==> src/rtl/su_dcache_responder.sv <==
// Data-cache responder: grants requests after a programmable hold time, serves stores into a
// small byte-writable memory and answers loads through a tag-phase handshake.
module su_dcache_responder #(
    parameter int unsigned GNT_DELAY = 1,
    parameter int unsigned MEM_WORDS = 16
) (
    input  logic        clk_i,
    input  logic        rst_i,
    input  logic [11:0] address_index_i,
    input  logic [21:0] address_tag_i,
    input  logic [31:0] data_wdata_i,
    input  logic        data_req_i,
    input  logic        data_we_i,
    input  logic [3:0]  data_be_i,
    input  logic        kill_req_i,
    input  logic        tag_valid_i,
    output logic        data_gnt_o,
    output logic        data_rvalid_o,
    output logic [31:0] data_rdata_o,
    output logic [15:0] wr_count_o,
    output logic        store_mem_resp_o
);

    localparam int unsigned AW = (MEM_WORDS > 1) ? $clog2(MEM_WORDS) : 1;

    typedef enum logic [1:0] {IDLE, WAIT_TAG, RESP} state_e;

    state_e        state_q, state_d;
    logic [2:0]    gcnt_q, gcnt_d;
    logic [AW-1:0] widx_q, widx_d;
    logic [AW-1:0] req_widx;
    logic [31:0]   mem_q [MEM_WORDS];
    logic [31:0]   rdata_q;
    logic [15:0]   wr_count_q;
    logic          store_resp_q;
    logic          gnt;
    logic          store_gnt;
    logic          rdata_en;
    logic          unused_addr;

    // Only the word-select bits address the memory; the rest of the address is don't-care.
    assign req_widx    = address_index_i[2 +: AW];
    assign unused_addr = ^{address_tag_i, address_index_i[1:0], address_index_i[11:2+AW]};

    always_comb begin
        state_d  = state_q;
        gcnt_d   = gcnt_q;
        widx_d   = widx_q;
        gnt      = 1'b0;
        rdata_en = 1'b0;
        case (state_q)
            IDLE: begin
                if (!data_req_i) begin
                    gcnt_d = 3'd0;
                end else if (gcnt_q == 3'(GNT_DELAY)) begin
                    gnt    = 1'b1;
                    gcnt_d = 3'd0;
                    if (!data_we_i) begin
                        state_d = WAIT_TAG;
                        widx_d  = req_widx;
                    end
                end else begin
                    gcnt_d = gcnt_q + 3'd1;
                end
            end
            WAIT_TAG: begin
                gcnt_d = 3'd0;
                if (kill_req_i) begin
                    state_d = IDLE;
                end else if (tag_valid_i) begin
                    rdata_en = 1'b1;
                    state_d  = RESP;
                end
            end
            RESP: begin
                gcnt_d  = 3'd0;
                state_d = IDLE;
            end
            default: begin
                gcnt_d  = 3'd0;
                state_d = IDLE;
            end
        endcase
    end

    assign store_gnt = gnt & data_we_i;

    always_ff @(posedge clk_i or posedge rst_i) begin
        if (rst_i) begin
            state_q      <= IDLE;
            gcnt_q       <= 3'd0;
            widx_q       <= '0;
            rdata_q      <= 32'd0;
            wr_count_q   <= 16'd0;
            store_resp_q <= 1'b0;
        end else begin
            state_q      <= state_d;
            gcnt_q       <= gcnt_d;
            widx_q       <= widx_d;
            store_resp_q <= store_gnt;
            if (rdata_en) begin
                rdata_q <= mem_q[widx_q];
            end
            if (store_gnt && (wr_count_q != 16'hFFFF)) begin
                wr_count_q <= wr_count_q + 16'd1;
            end
        end
    end

    always_ff @(posedge clk_i or posedge rst_i) begin
        if (rst_i) begin
            for (int w = 0; w < int'(MEM_WORDS); w++) begin
                mem_q[w] <= 32'd0;
            end
        end else if (store_gnt) begin
            for (int b = 0; b < 4; b++) begin
                if (data_be_i[b]) begin
                    mem_q[req_widx][8*b +: 8] <= data_wdata_i[8*b +: 8];
                end
            end
        end
    end

    assign data_gnt_o       = gnt;
    assign data_rvalid_o    = (state_q == RESP);
    assign data_rdata_o     = rdata_q;
    assign wr_count_o       = wr_count_q;
    assign store_mem_resp_o = store_resp_q;

endmodule

==> config.mk <==
export PLATFORM = sky130hd
export DESIGN_NAME = su_dcache_responder
export DESIGN_NICKNAME = d
export VERILOG_FILES = /design/src/rtl/su_dcache_responder.sv
export SDC_FILE = /design/constraint.sdc
export NUM_CORES = 1
export LEC_CHECK = 0
export CAP_MARGIN = 40
export CORE_MARGIN = 4
export CORE_UTILIZATION = 45
export CTS_CLUSTER_DIAMETER = 200
export DETAILED_ROUTE_END_ITERATION = 8
export PLACE_DENSITY = 0.68
export RECOVER_POWER = 50
export SYNTH_ARGS = -nofsm -noshare
export SYNTH_HDL_FRONTEND = slang
export SYNTH_SLANG_ARGS = --single-unit
==> constraint.sdc <==
create_clock -name clk_i -period 25.8 [get_ports clk_i]
set_input_delay 6.45 -clock clk_i [delete_from_list [all_inputs] [get_ports clk_i]]
set_output_delay 6.45 -clock clk_i [all_outputs]
set_load 0.05 [all_outputs]
==> qor.txt <==
Required time of the worst setup path: 19.35 ns
Part of the total power dissipated in sequential elements: 45.8%
Final antenna-violating net count: 0
CP peak stage delay: 1.05 ns
Largest driver fanout on the critical path: 7
Max Cap Viol: 10
Post-layout nets: 1778
Post-DR wirelength/cell: 24.21 um
Setup TNS: 0 ns
Worst Max-Slew Pin Slew: 5.834 ns
Fraction of final layout cells sized beyond drive strength 1: 48.34%
Final period util: 61.57%
Switching fraction of total power: 26.33%
Largest net degree at the start of global routing: 108
Critical path launch point type: primary input
Post-synthesis net count: 1677
Sw power: 579.1 uW
Area of the core region: 0.05781 mm2
Residual DRC: 0
Global-route wire length before repair: 95420 um
Largest cells by area after synthesis: dfrtp_1, mux2_2, mux4_2, nor2_8, mux2_4
Top flip-flop cell by instance count after synthesis: dfrtp_1
Async SR Flop Fraction: 100.0%
Number of global-route vias before repair: 15.74k
Most Crowded Layer GR: met2
Max Transition Viols Final: 470
Initial drt markers: 797
Total of flip-flops plus latches after synthesis: 570
Cell row count: 88
Critical path cell sequence: dlygate4sd3_1 > nor3b_1 > nand2_1 > inv_1 > clkdlybuf4s50_1
Fraction of post-synthesis cell area in the top cell type by area: 54.27%
Area of all placed cells without fillers: 0.02975 mm2
Met3 usage in global routing: 3.241%
Post-synth cell types: 40
Internal Pwr Total: 1.620 mW
Half-perimeter wire length after detailed placement: 37420 um
Top cell type by total area after synthesis: dfrtp_1
Cell count after synthesis: 1600
Routing usage on met2: 32.23%
Worst vdd ir: 0.05550 mV
Sequential element share of the synthesized area: 54.27%
Final hold viol count: 0
Total iterations of the first detailed-routing run: 5
CTS H-Tree Depth: 2
Hold Buf Count CTS: 0
Total of cells resized after clock tree synthesis: 0
Number of buffers created by CTS: 60
Slowest-stage cell, CP: nor3b_1
Number of enable-type register cells in the synthesized netlist: 0
Clock insertion delay at the later pin of the skew report: 0.62 ns
Layout overhead on the synthesized area: 13.19%
TritonCTS clock tree: done
Unrepaired setup endpoints after global routing: no
Power per unit of standard cell area: 73.92 mW/mm2
Number of diodes: 0
Port Buf Inserts: 96
Root buffer cell: clkbuf_16
Maximum frequency from static timing analysis: 62.95 MHz
Type of the worst min-delay path: reg -> reg
Worst Skew: 0.01575 ns
Met1 usage: 27.57%
GRT Overall Usage: 19.59%
Worst setup EP type: output pin
Maximum buffer depth of the clock tree: 3
Overall via count from detail_route: 14.43k
Arrival time at the worst endpoint: 9.44 ns
Static leakage: 14.17 nW
Failing checks: capacitance limit, slew limit
Initial cell density of the core: 45.47%
IO Count: 127
Worst setup path class: in -> out
Number of buffers inserted to repair setup after CTS: 0
DRT Wirelength: 60750 um
Routability Congestion: 0.7554
Grt ovf: 0
Cell area after synthesis: 0.02628 mm2
Worst rel slew slack: -288.9%
Register clock-pin slew on the reported worst setup and hold paths: 0.06 ns
Via density per instance: 5.750
Vert. Die Dim: 249.7 um
Post-DP Area: 0.02825 mm2
Chip Width: 249.7 um
Clock sink count: 570
Worst-case reg-to-reg path depth: 6
Final count of negative-setup-slack endpoints: 0
Number of synthesis warnings: 0
Die Area: 0.06234 mm2
Result of the run: complete, but fails checks
Avg Cell Area, Syn: 16.43 um2
Worst Hold Depth: 1
Combinational power share: 15.6%
Part of the power in the clock network: 38.5%
Antenna violations before repair: 1
Period minus WS final: 15.89 ns
power groups by stage:
stage	combinational (mW)	clock, mW	sequential, mW
after floorplan	0.250	0	1.02
after global placement	0.334	0	1.02
after detailed placement	0.353	0	1.02
after CTS	0.354	0.870	1.01
after global routing	0.369	0.906	1.02
final	0.344	0.848	1.01
state kept, by name, indices dropped and copies added, names as in the netlist:
name	flops
widx_q	4
state_q	2
wr_count_o	16
gcnt_q	3
store_mem_resp_o	1
mem_q	512
data_rdata_o	32
worst paths after layout:
check / start / end / slack (ns)
max: data_req_i / data_gnt_o / 9.91
min: mem_q[4] / mem_q[4] / 0.50
max reg2reg: state_q[1] / data_rdata_o[0] / 20.92
min reg2reg: mem_q[4] / mem_q[4] / 0.50
max in group asynchronous: rst_i / mem_q[252] / 10.23
min in group asynchronous: rst_i / mem_q[44] / 6.61
layer usage:
metal  part of all wire [%]  vias up
met5                  0.021        -
met4                    1.9        2
met3                    3.8       63
met2                     49      247
met1                     46     7884
li1                       -     6232
cell families after synthesis:
logic type      after synthesis  synth area share (%)
compound gates               36                 1.300
xor+xnor                     15                0.4998
fa+ha+maj                     1               0.04760
buf+inv                      91                 1.609
flops                       570                 54.27
mux                         709                 36.17
simple gates                178                 6.107
per-stage QoR:
step	hold WS [ns]	setup WS (ns)	util [%]	power [mW]	std cells
finish	0.5006	9.914	51.47	2.199	2509
CTS	0.5041	10.66	52.26	2.234	2509
global route	0.5115	8.259	51.47	2.291	2509
detailed placement	0.4902	10.66	48.87	1.378	2404
global placement	0.4834	10.69	48.40	1.354	2393
floorplan	0.4694	3.406	-	1.267	1600
cells in the final DEF, fill, tap and decap left out, drive strengths merged, types with 18 or more instances in the layout:
master	netlist	final
nand2	18	18
a221o	31	31
dfrtp	570	570
nor3	39	39
mux2i	31	31
mux2	550	550
nor2	75	75
mux4	128	128
clkbuf	52	104
clkdlybuf4s50	0	93
cells in the mapped netlist, types with 2 or more instances:
| master | n |
|---|---|
| a221o_1 | 31 |
| and3_1 | 2 |
| buf_1 | 5 |
| buf_2 | 23 |
| buf_4 | 2 |
| buf_8 | 4 |
| clkbuf_1 | 52 |
| dfrtp_1 | 570 |
| inv_1 | 5 |
| mux2_2 | 518 |
| mux2_4 | 32 |
| mux2i_1 | 31 |
| mux4_2 | 128 |
| nand2_1 | 18 |
| nand3_1 | 10 |
| nand4_1 | 9 |
| nand4_2 | 4 |
| nor2_1 | 11 |
| nor2_2 | 24 |
| nor2_8 | 40 |
| nor2b_1 | 4 |
| nor3_1 | 39 |
| nor3b_1 | 2 |
| nor3b_4 | 2 |
| nor4_1 | 4 |
| o21ai_0 | 2 |
| xor2_1 | 15 |
cell type report:
cell class,count,area [um2]
clock buffers,91,1798
clock inverters,14,161.4
fillers,4774,28050
inverters,5,20.02
multi-input cells,939,11290
flip-flops and latches,570,14270
well taps,765,957.2
repair buffers,125,1250
worst max-delay path: cells and delay by family:
kind	cells	cell delay, ns
simple gates	2	1.30
buf+inv	3	1.69
No activity file was read; power rests on OpenSTA's default activity.
